$ cat config.mk
export PLATFORM = sky130hd
export DESIGN_NAME = ef_i2c_line_conditioner
export DESIGN_NICKNAME = d
export VERILOG_FILES = /design/src/rtl/ef_i2c_pkg.sv /design/src/rtl/ef_i2c_glitch_filter.sv /design/src/rtl/ef_i2c_line_conditioner.sv
export SDC_FILE = /design/constraint.sdc
export NUM_CORES = 1
export LEC_CHECK = 0
export CELL_PAD_IN_SITES_DETAIL_PLACEMENT = 1
export CELL_PAD_IN_SITES_GLOBAL_PLACEMENT = 2
export CORE_AREA = 2 2 97 99
export DETAILED_ROUTE_END_ITERATION = 10
export DIE_AREA = 0 0 99 101
export PLACE_DENSITY = 0.85
export SYNTH_ARGS = -nofsm -noshare
export SYNTH_HDL_FRONTEND = slang
export SYNTH_SLANG_ARGS = --single-unit
$ cat constraint.sdc
create_clock -name clk_i -period 3.3 [get_ports clk_i]
set_input_delay 0.66 -clock clk_i [delete_from_list [all_inputs] [get_ports clk_i]]
set_output_delay 0.66 -clock clk_i [all_outputs]
set_load 0.01 [all_outputs]
$ cat src/rtl/ef_i2c_pkg.sv
// rtl/ef_i2c_pkg.sv - shared defaults and flag bit positions for the I2C line conditioner
package ef_i2c_pkg;
   localparam int DEF_SYNC_STAGES = 2;
   localparam int DEF_FILTER_LEN  = 4;
   localparam int DEF_TIMEOUT_W   = 16;

   localparam int FLAG_SCL_STUCK  = 0;
   localparam int FLAG_SDA_STUCK  = 1;
   localparam int FLAG_ARB_LOST   = 2;
   localparam int NUM_FLAGS       = 3;
endpackage

$ cat src/rtl/ef_i2c_glitch_filter.sv
// rtl/ef_i2c_glitch_filter.sv - pad synchronizer plus run-length glitch filter for one I2C line
module ef_i2c_glitch_filter
   import ef_i2c_pkg::*;
#(
   parameter int SYNC_STAGES = DEF_SYNC_STAGES,
   parameter int FILTER_LEN  = DEF_FILTER_LEN
) (
   input  logic clk_i,
   input  logic rst_n,
   input  logic pad_i,
   output logic line_o
);
   localparam int CW = 4;

   logic [SYNC_STAGES-1:0] sync_q, sync_d;
   logic [CW-1:0]          cnt_q, cnt_d;
   logic                   line_q, line_d;
   logic                   s;

   assign s      = sync_q[SYNC_STAGES-1];
   assign line_o = line_q;

   always_comb begin
      sync_d = {sync_q[SYNC_STAGES-2:0], pad_i};
      line_d = line_q;
      cnt_d  = cnt_q;
      if (s == line_q) begin
         cnt_d = '0;
      end else if (cnt_q == CW'(FILTER_LEN - 1)) begin
         // FILTER_LEN consecutive disagreeing samples: accept the new level
         line_d = s;
         cnt_d  = '0;
      end else begin
         cnt_d = cnt_q + CW'(1);
      end
   end

   always_ff @(posedge clk_i or negedge rst_n) begin
      if (!rst_n) begin
         sync_q <= '1;
         cnt_q  <= '0;
         line_q <= 1'b1;
      end else begin
         sync_q <= sync_d;
         cnt_q  <= cnt_d;
         line_q <= line_d;
      end
   end
endmodule

$ cat src/rtl/ef_i2c_line_conditioner.sv
// rtl/ef_i2c_line_conditioner.sv - I2C pad front end: filtered lines, START/STOP, busy and fault flags
module ef_i2c_line_conditioner
   import ef_i2c_pkg::*;
#(
   parameter int SYNC_STAGES = DEF_SYNC_STAGES,
   parameter int FILTER_LEN  = DEF_FILTER_LEN,
   parameter int TIMEOUT_W   = DEF_TIMEOUT_W
) (
   input  logic                 clk_i,
   input  logic                 rst_n,
   input  logic                 scl_pad_i,
   input  logic                 sda_pad_i,
   output logic                 scl_f_o,
   output logic                 sda_f_o,
   input  logic                 sda_t_i,
   input  logic                 arb_chk_i,
   input  logic [TIMEOUT_W-1:0] timeout_i,
   input  logic                 clr_i,
   output logic                 start_o,
   output logic                 stop_o,
   output logic                 busy_o,
   output logic                 scl_stuck_o,
   output logic                 sda_stuck_o,
   output logic                 arb_lost_o
);
   logic                 scl_f, sda_f;
   logic                 scl_q, scl_d, sda_q, sda_d;
   logic                 start_q, start_d, stop_q, stop_d, busy_q, busy_d;
   logic [TIMEOUT_W-1:0] scl_lo_q, scl_lo_d, sda_lo_q, sda_lo_d;
   logic [NUM_FLAGS-1:0] flags_q, flags_d, flags_set;
   logic                 tmo_en, scl_over, sda_over;

   ef_i2c_glitch_filter #(.SYNC_STAGES(SYNC_STAGES), .FILTER_LEN(FILTER_LEN)) u_scl_filt (
      .clk_i (clk_i),
      .rst_n (rst_n),
      .pad_i (scl_pad_i),
      .line_o(scl_f)
   );

   ef_i2c_glitch_filter #(.SYNC_STAGES(SYNC_STAGES), .FILTER_LEN(FILTER_LEN)) u_sda_filt (
      .clk_i (clk_i),
      .rst_n (rst_n),
      .pad_i (sda_pad_i),
      .line_o(sda_f)
   );

   always_comb begin
      scl_d   = scl_f;
      sda_d   = sda_f;
      start_d = scl_q & scl_f & sda_q & ~sda_f;
      stop_d  = scl_q & scl_f & ~sda_q & sda_f;
      busy_d  = busy_q;
      if (start_d) begin
         busy_d = 1'b1;
      end else if (stop_d) begin
         busy_d = 1'b0;
      end

      scl_lo_d = scl_f ? '0 : ((&scl_lo_q) ? scl_lo_q : scl_lo_q + TIMEOUT_W'(1));
      sda_lo_d = sda_f ? '0 : ((&sda_lo_q) ? sda_lo_q : sda_lo_q + TIMEOUT_W'(1));

      // a held-over low run re-raises a flag only after clr_i has dropped it
      tmo_en   = |timeout_i;
      scl_over = ~scl_f & tmo_en & (scl_lo_d >= timeout_i);
      sda_over = ~sda_f & tmo_en & (sda_lo_d >= timeout_i);
      flags_set = '0;
      flags_set[FLAG_SCL_STUCK] = scl_over & (~flags_q[FLAG_SCL_STUCK] | (scl_lo_d == timeout_i));
      flags_set[FLAG_SDA_STUCK] = sda_over & (~flags_q[FLAG_SDA_STUCK] | (sda_lo_d == timeout_i));
      flags_set[FLAG_ARB_LOST]  = ~scl_q & scl_f & arb_chk_i & sda_t_i & ~sda_f;

      flags_d = flags_set | (flags_q & {NUM_FLAGS{~clr_i}});
   end

   always_ff @(posedge clk_i or negedge rst_n) begin
      if (!rst_n) begin
         scl_q    <= 1'b1;
         sda_q    <= 1'b1;
         start_q  <= 1'b0;
         stop_q   <= 1'b0;
         busy_q   <= 1'b0;
         scl_lo_q <= '0;
         sda_lo_q <= '0;
         flags_q  <= '0;
      end else begin
         scl_q    <= scl_d;
         sda_q    <= sda_d;
         start_q  <= start_d;
         stop_q   <= stop_d;
         busy_q   <= busy_d;
         scl_lo_q <= scl_lo_d;
         sda_lo_q <= sda_lo_d;
         flags_q  <= flags_d;
      end
   end

   assign scl_f_o     = scl_f;
   assign sda_f_o     = sda_f;
   assign start_o     = start_q;
   assign stop_o      = stop_q;
   assign busy_o      = busy_q;
   assign scl_stuck_o = flags_q[FLAG_SCL_STUCK];
   assign sda_stuck_o = flags_q[FLAG_SDA_STUCK];
   assign arb_lost_o  = flags_q[FLAG_ARB_LOST];
endmodule

Word level (Yosys, flattened, before mapping):

Cells that the tools add are included.

* input bits: 23
* memories: 0
* bits in latches: 0
* memory bits (read-only): 0
* output and inout bits: 8
* flip-flop bits (word level): 54
* bits in writable memories: 0
* logic and storage cells: 70

* div/mod/pow operators: 0
* bitwise logic cells: 28
* add/subtract/negate cells: 4
* shifts and indexed selects: 0
* multipliers: 0
* multiplexer cells: 10
* equality and inequality tests: 6
* reductions and logical operators: 6
* magnitude comparators: 2

Operator list (count)
* $mux 16: 4
* $add 16x1->16 const B: 2
* $eq 16x16->1: 2
* $ge 16x16->1: 2
* $reduce_and 16->1: 2
* $mux 4: 4
* $reduce_or 16->1: 1
* $and 1x1->1: 15
* $not 1->1: 9
* $add 4x1->4 const B: 2
* $eq 4x2->1 const B: 2
* $reduce_and 2->1: 2
* $and 3x3->3: 1
* $or 3x3->3: 1
* $eq 1x1->1: 2
* $mux 1: 2
* $or 1x1->1: 2
* $reduce_bool 2->1: 1

Logic depth before layout (Yosys ltp):

Gate-level depths: netlist (run 1).

* depth in word-level cells: 7
* depth in mapped cells: 13
* depth with buffers taken out: 12

Modules after synthesis:

Synthesis (run 1) repeated with hierarchy kept, for this count alone.

* cells, all modules: 338
* area, all modules: 3328.2 µm²

By module, submodules not included
* ef_i2c_line_conditioner: area each 2736.4 µm², cells an instance 298, times used 1
* ef_i2c_glitch_filter at u_sda_filt: area each 307.8 µm², cells an instance 20, times used 1
* ef_i2c_glitch_filter at u_scl_filt: area each 284.0 µm², cells an instance 20, times used 1

Worst setup path after synthesis (run 1):

OpenSTA, ideal clock, no wires.

* path kind: reg-to-reg
* from: register scl_lo_q[0]
* to: register flags_q[0]
* stages on the path, launching flop included: 13
* arrival: 2.693 ns
* path buffers: 0
* setup slack: 0.543 ns
* cell sequence: dfrtp_1 > ha_1 > nand3_1 > nor3_1 > nand3_1 > nor3b_1 > nor3_1 > ha_1 > nand4_1 > or4_1 > nor3_1 > a21oi_1 > nand2_1

* cells in the longest elaborated chain, start to end: 7
* elaborated cells between the ends (all ways): 10

RTL lines
* start, declared: line ef_i2c_line_conditioner.sv:29 `logic [TIMEOUT_W-1:0] scl_lo_q, scl_lo_d, sda_lo_q, sda_lo_d;`
* start signal, assigned: line ef_i2c_line_conditioner.sv:90 `scl_lo_q <= scl_lo_d;`
* $add 16x1->16 / $reduce_and 16->1 (equally long branches): line ef_i2c_line_conditioner.sv:59 `scl_lo_d = scl_f ? '0 : ((&scl_lo_q) ? scl_lo_q : scl_lo_q + TIMEOUT_W'(1));`
* $mux 16 (*) (2 in series): line ef_i2c_line_conditioner.sv:59
* via scl_lo_d[14]: line ef_i2c_line_conditioner.sv:29
* $ge 16x16->1 / $eq 16x16->1 (equally long branches): line ef_i2c_line_conditioner.sv:64, ef_i2c_line_conditioner.sv:67
* $and 1x1->1 / $or 1x1->1 (equally long branches): line ef_i2c_line_conditioner.sv:64, ef_i2c_line_conditioner.sv:67
* $and 1x1->1 (*): line ef_i2c_line_conditioner.sv:67 `flags_set[FLAG_SCL_STUCK] = scl_over & (~flags_q[FLAG_SCL_STUCK] | (scl_lo_d == timeout_i));`
* $or 3x3->3 (*): line ef_i2c_line_conditioner.sv:71 `flags_d = flags_set | (flags_q & {NUM_FLAGS{~clr_i}});`
* via flags_d[0]: line ef_i2c_line_conditioner.sv:30 `logic [NUM_FLAGS-1:0] flags_q, flags_d, flags_set;`
* end signal, assigned: line ef_i2c_line_conditioner.sv:92 `flags_q <= flags_d;`
* end, declared: line ef_i2c_line_conditioner.sv:30

Mark *: on every way through the listed nets, which the timed path passes. The rest lies on a longest branch.
A chain may end at the register's enable or synchronous reset.

Final worst setup path (run 1):

Same ends and word-level chain as after synthesis.

==> results of run 1 <==
## sequential cells by signal, indices dropped and copies added (netlist names)
register / cells
flags_q: 3
u_scl_filt.sync_q: 2
scl_q: 1
sda_lo_q: 16
u_scl_filt.cnt_q: 4
u_sda_filt.sync_q: 2
stop_o: 1
sda_q: 1
start_o: 1
u_sda_filt.cnt_q: 4
scl_lo_q: 16
u_scl_filt.line_o: 1
busy_o: 1
u_sda_filt.line_o: 1
## repair_timing
action                     4_1_cts  5_1_grt
resized for setup                0        9
buffers inserted                 0        3
setup endpoints to repair        0        2
## per-stage QoR
step	total power, µW	cells	hold slack (ns)	utilization [%]
4_1_cts	1889	483	0.3667	42.77
3_5_place_dp	1436	475	0.3481	41.55
3_3_place_gp	1412	475	0.3468	41.55
6_report	1863	486	0.3464	43.48
2_1_floorplan	1217	333	0.3452	-
5_1_grt	2001	486	0.3679	43.48
## area by class of cell
type | count | share of cell area (%)
tap | 111 | 3.558
multi-input combinational | 252 | 47.24
sequential | 54 | 34.87
clock buffer | 6 | 1.859
clock inverter | 2 | 0.9615
timing repair buffer | 40 | 9.487
inverter | 21 | 2.019
## worst paths after layout
check,depth (start not counted),slack [ns],end
min in group clk_i,0,0.36,u_sda_filt.sync_q[1]$_DFF_PN1_
worst max-delay path,13,0.27,flags_q[0]$_DFF_PN0_
worst max register to register,13,0.27,flags_q[0]$_DFF_PN0_
worst min-delay path,1,0.35,u_scl_filt.cnt_q[3]$_DFF_PN0_
max in group asynchronous,2,2.21,scl_q$_DFF_PN1_
worst min register to register,0,0.36,u_sda_filt.sync_q[1]$_DFF_PN1_
## placed cells by master (no fill, tap or decap), types with 3 or more instances in the layout
| cell type | count |
|---|---|
| a211oi_1 | 6 |
| a21o_1 | 3 |
| a21oi_1 | 27 |
| a31oi_1 | 5 |
| and3_2 | 3 |
| buf_4 | 10 |
| clkbuf_8 | 5 |
| clkdlybuf4s50_1 | 29 |
| dfrtp_1 | 46 |
| dfstp_2 | 8 |
| ha_1 | 36 |
| inv_1 | 21 |
| mux2i_1 | 3 |
| nand2_1 | 15 |
| nand2b_1 | 4 |
| nand3_1 | 22 |
| nand3b_1 | 3 |
| nand4_1 | 12 |
| nor2_1 | 23 |
| nor2b_1 | 8 |
| nor3_1 | 10 |
| nor3b_1 | 4 |
| nor4_1 | 5 |
| o21ai_0 | 3 |
| o21bai_1 | 4 |
| or4_1 | 3 |
| xnor2_1 | 17 |
| xor2_1 | 5 |
## power breakdown
| part | switching [µW] | total [µW] | internal [µW] |
|---|---|---|---|
| registers | 169 | 952 | 783 |
| clock network | 218 | 444 | 227 |
| logic | 224 | 467 | 243 |
## cell usage after synthesis (3+ instances only)
cell       n  share of area (%)
nor4_1     6                1.1
xnor2_1   17                4.6
nand3_1   22                3.4
inv_1     21                2.4
nor3_1    12                1.8
mux2i_1    3               0.92
a211oi_1   6                1.4
a31oi_1    5               0.96
and3_2     3               0.69
nand3b_1   3               0.69
xor2_1     5                1.3
nand2_1   15                1.7
nand4_1   12                2.3
nor2b_1    8                1.5
clkbuf_1   6               0.69
nor3b_1    5                1.1
nand2b_1   4               0.77
a21o_1     3               0.69
a21oi_1   27                4.1
o21bai_1   4               0.92
ha_1      36                 14
o21ai_0    3               0.46
or4_1      3               0.69
nor2_1    25                2.9
dfrtp_1   46                 35
dfstp_2    8                6.4
## layer usage
layer	vias up	share of wire (%)	GRT usage, %
met3	5	3.0	2.843
met4	0	0.82	3.477
met2	41	46	28.69
met5	-	0	0
met1	1290	50	24.71
li1	1297	-	-
## cell families after synthesis
logic type	Yosys count	share of synthesized area, %
AND/OR/NAND/NOR	131	22.80
adder cells (fa/ha/maj)	36	13.79
XOR/XNOR	22	5.900
AO/OA/AOI/OAI	58	11.11
buffers and inverters	27	3.104
flip-flops	54	41.69
multiplexers	5	1.609
## worst max-delay path: stages (launching register included)
cell and delay (ns):
dfrtp_1 0.44, ha_1 0.24, nand3_1 0.16, nor3_4 0.22
buf_4 0.16, nand3_1 0.09, mux2i_1 0.17, nor2_1 0.07
ha_1 0.30, nand4_1 0.20, or4_1 0.63, nor3_1 0.18
a21oi_1 0.06, nand2_1 0.06
==> flow_metrics.env, run 1 <==
export IMPL_fp_dieH_um=101
export IMPL_finalClockSkew_ns=0.007189
export IMPL_seq_area_mm2=0.001361
export IMPL_diodes=0
export IMPL_wirelength_mm=8.062
export IMPL_drc_errors=0
export IMPL_grt_ovfl_total=0
export IMPL_worstPathRequired_ns=3.56
export IMPL_drtIter0Drc=82
export IMPL_finalSetupViolCount=0
export IMPL_async_flop_share_pct=100.0
export IMPL_grt_pass1_vias=2829
export IMPL_synth_area_per_cell_um2=9.807
export IMPL_worst_slack_ns=0.2705
export IMPL_path_max_fanout=5
export IMPL_clockBufferDepth=2
export IMPL_wl_per_cell_um=16.59
export IMPL_fin_tns_setup_ns=0
export IMPL_synth_cell_types=44
export IMPL_ctsHoldBuffers=0
export IMPL_drt_antenna_violating_nets=0
export IMPL_timing_final_max_slew_violations=0
export IMPL_synth_area_mm2=0.003266
export IMPL_start_util_pct=36.38
export IMPL_grt_pass1_wl_mm=13.98
export IMPL_vias=2633
export IMPL_numCtsBuffers=5
export IMPL_tightest_slew_ns=0.6066
export IMPL_dpl_cell_area_mm2=0.003730
export IMPL_die_x_um=99
export IMPL_period_minus_slack_ns=3.029
export IMPL_vias_per_cell=5.418
export IMPL_layout_nets=433
export IMPL_fillCellCount=1047
export IMPL_grt_max_degree=29
export IMPL_max_vdd_ir_drop_v=0.0001575
export IMPL_first_pass_iters=4
export IMPL_ys_seq_elements=54
export IMPL_status="finished, final reports clean"
export IMPL_dp_slack_ns=0.03480
export IMPL_critPathLaunchType="flop"
export IMPL_finalCritPeriodShare_pct=91.80
export IMPL_drive_above_1_share_pct=11.47
export IMPL_dieArea_mm2=0.009999
export IMPL_timing_rr_start="scl_lo_q[0]$_DFF_PN0_"
export IMPL_leakage_uw=0.001772
export IMPL_ys_flop_type="dfrtp_1"
export IMPL_multiInputGateArea_mm2=0.001844
export IMPL_synth_edf_count=0
export IMPL_area_growth_pct=19.54
export IMPL_fin_area_mm2=0.003904
export IMPL_cts_sinks=54
export IMPL_cts_root_buf="clkbuf_8"
export IMPL_ios=31
export IMPL_cts_tree="yes"
export IMPL_startpoint="scl_lo_q[0]$_DFF_PN0_"
export IMPL_gp_congestion=0.8195
export IMPL_crit_type="reg -> reg"
export IMPL_io_buffers=30
export IMPL_antenna_found_initial=0
export IMPL_hold_class="in -> async"
export IMPL_drv_cap=0
export IMPL_dp_hpwl_mm=6.339
export IMPL_fmax_mhz=330.1
export IMPL_clk_pin_slew_ns=0.10
export IMPL_core_mm2=0.008977
export IMPL_syn_inst=333
export IMPL_yosys_warnings=0
export IMPL_htree_levels=2
export IMPL_grt_use_total_pct=17.54
export IMPL_endpoint_kind="flop"
export IMPL_hold_violations=0
export IMPL_rows=35
export IMPL_rsz0062_at_grt="no"
export IMPL_crit_arrival_ns=3.28
export IMPL_maxSlewHeadroom_pct=59.56
export IMPL_synth_seq_area_share_pct=41.69
export IMPL_syn_nets=392
export IMPL_power_density_mw_per_mm2=477.2
export IMPL_clk_latency_ns=0.31
(Power assumes the default switching activity.)
==> run 2, diff against run 1 <==
CORE_AREA = 2 2 103 105   (was 2 2 97 99)
DIE_AREA = 0 0 105 107   (was 0 0 99 101)
PLACE_DENSITY = 0.8   (was 0.85)
clock period = 2.45 ns   (was 3.3 ns; I/O delays follow)
==> flow_metrics.env, run 2 (synthesis results as in run 1) <==
export IMPL_endpoint_kind="flop"
export IMPL_period_minus_slack_ns=2.955
export IMPL_leakage_uw=0.002248
export IMPL_power_frac_clock_pct=21.6
export IMPL_grt_max_degree=36
export IMPL_crit_type="reg -> reg"
export IMPL_critPathLaunchType="flop"
export IMPL_grt_pass1_vias=3313
export IMPL_antenna_found_initial=0
export IMPL_grt_use_total_pct=18.29
export IMPL_clk_pin_slew_ns=0.10
export IMPL_rows=37
export IMPL_wirelength_mm=9.993
export IMPL_cts_sinks=54
export IMPL_drt_antenna_violating_nets=0
export IMPL_p_sw_uw=951.8
export IMPL_drc_errors=0
export IMPL_drv_cap=0
export IMPL_drtIter0Drc=125
export IMPL_crit_arrival_ns=3.21
export IMPL_dp_hpwl_mm=7.656
export IMPL_ios=31
export IMPL_finalClockSkew_ns=0.004274
export IMPL_fin_area_mm2=0.004710
export IMPL_seq_area_mm2=0.001361
export IMPL_vias=3040
export IMPL_rsz0062_at_grt="yes"
export IMPL_p_int_uw=1880
export IMPL_finalCritPeriodShare_pct=120.6
export IMPL_dpl_cell_area_mm2=0.004359
export IMPL_grt_pass1_wl_mm=16.34
export IMPL_die_x_um=105
export IMPL_htree_levels=2
export IMPL_wl_per_cell_um=16.97
export IMPL_r2r_slack_ns=-0.51
export IMPL_vias_per_cell=5.161
export IMPL_area_growth_pct=44.21
export IMPL_diodes=0
export IMPL_largest_registers="scl_lo_q (16), sda_lo_q (16)"
export IMPL_status="finished, violations left"
export IMPL_dieArea_mm2=0.01124
export IMPL_layout_nets=511
export IMPL_maxSlewHeadroom_pct=54.10
export IMPL_rr_worst_depth=10
export IMPL_timing_final_max_slew_violations=0
export IMPL_gr_usage_met1_pct=22.91
export IMPL_seq_power_share_pct=43.2
export IMPL_cts_tree="yes"
export IMPL_use_met2_pct=32.93
export IMPL_worst_slack_ns=-0.5053
export IMPL_clk_latency_ns=0.31
export IMPL_hold_class="in -> async"
export IMPL_violations="setup timing"
export IMPL_dp_slack_ns=-0.4648
export IMPL_final_common_cell="buf_4"
export IMPL_core_mm2=0.01009
export IMPL_power_uw=2832
export IMPL_start_util_pct=32.36
export IMPL_path_max_fanout=4
export IMPL_switching_share_pct=33.61
export IMPL_p_comb_share_pct=35.2
export IMPL_reg2reg_to="flags_q[0]$_DFF_PN0_"
export IMPL_fin_tns_setup_ns=-0.9750
export IMPL_fmax_mhz=338.4
export IMPL_power_density_mw_per_mm2=601.3
export IMPL_timing_rr_start="scl_lo_q[1]$_DFF_PN0_"
export IMPL_met3_usage_pct=2.736
export IMPL_fp_dieH_um=107
export IMPL_drive_above_1_share_pct=31.57
export IMPL_hold_violations=0
export IMPL_cts_root_buf="clkbuf_8"
export IMPL_fillCellCount=1173
export IMPL_io_buffers=30
export IMPL_gp_congestion=0.7793
export IMPL_finalSetupViolCount=2
export IMPL_multiInputGateArea_mm2=0.002004
export IMPL_grt_ovfl_total=0
export IMPL_clockBufferDepth=2
export IMPL_numCtsBuffers=5
export IMPL_worstPathRequired_ns=2.71
export IMPL_first_pass_iters=4
export IMPL_layout_common_cells="buf_4, dfrtp_1, ha_1"
export IMPL_grt_busiest_layer="met2"
export IMPL_max_vdd_ir_drop_v=0.0004187
export IMPL_tightest_slew_ns=0.6712
==> run 2: cell count changes in the layout (fill, tap and decap cells not counted), sizes merged <==
cell,before,now
buf,11,89
==> run 2: critical path: stages (launching register included) <==
cell	delay, ns
dfrtp_1	0.44
nand4_1	0.24
or4_4	0.60
a21oi_2	0.14
xnor2_1	0.13
nor2_1	0.08
ha_1	0.30
nand4_1	0.16
a2111oi_0	0.64
o31ai_2	0.09
nand2_1	0.08
==> run 2: routing by layer <==
| layer | routed length (µm) | vias up |
|---|---|---|
| met4 | 140 | 0 |
| li1 | - | 1454 |
| met5 | 0 | - |
| met3 | 278 | 10 |
| met2 | 5107 | 47 |
| met1 | 4466 | 1529 |
==> run 2: how the worst max path moves through the flow <==
| stage | startpoint | endpoint | cells past startpoint |
|---|---|---|---|
| 5_1_grt | scl_lo_q[0]$_DFF_PN0_ | flags_q[0]$_DFF_PN0_ | 10 |
| 4_1_cts | scl_lo_q[1]$_DFF_PN0_ | flags_q[0]$_DFF_PN0_ | 11 |
| 2_1_floorplan | scl_lo_q[5]$_DFF_PN0_ | flags_q[0]$_DFF_PN0_ | 11 |
| 6_report | scl_lo_q[1]$_DFF_PN0_ | flags_q[0]$_DFF_PN0_ | 10 |
| 3_5_place_dp | scl_lo_q[1]$_DFF_PN0_ | flags_q[0]$_DFF_PN0_ | 11 |
| 3_3_place_gp | scl_lo_q[0]$_DFF_PN0_ | flags_q[0]$_DFF_PN0_ | 11 |
==> run 2: what timing repair did <==
action	4_1_cts	5_1_grt
cloned	0	0
gates resized for setup	7	17
hold buffers	0	0
buffers inserted	6	8
pin swaps	5	16
endpoints found under the setup margin	2	2
==> run 2: per-stage QoR <==
step                      instances  utilization, %  hold slack, ns
final                           589           46.67          0.1388
after global routing            589           46.67          0.1595
after CTS                       581           45.26          0.1389
after detailed placement        567           43.19          0.3487
after global placement          567           43.19          0.3483
after floorplan                 333               -          0.1944
==> run 2: cell type report <==
type | count | share of cell area [%]
Clock buffer | 6 | 1.541
Tap cell | 136 | 3.613
Sequential cell | 54 | 28.91
Multi-Input combinational cell | 252 | 42.56
Timing Repair Buffer | 118 | 20.91
Clock inverter | 2 | 0.7970
Inverter | 21 | 1.674
==> run 2: power by group through the flow <==
| stage | Sequential, µW | Clock, µW | Combinational [µW] |
|---|---|---|---|
| final | 1220 | 612 | 997 |
| after CTS | 1210 | 637 | 929 |
| after floorplan | 1190 | 0 | 459 |
| after global placement | 1220 | 0 | 832 |
| after global routing | 1250 | 672 | 1110 |
| after detailed placement | 1230 | 0 | 882 |
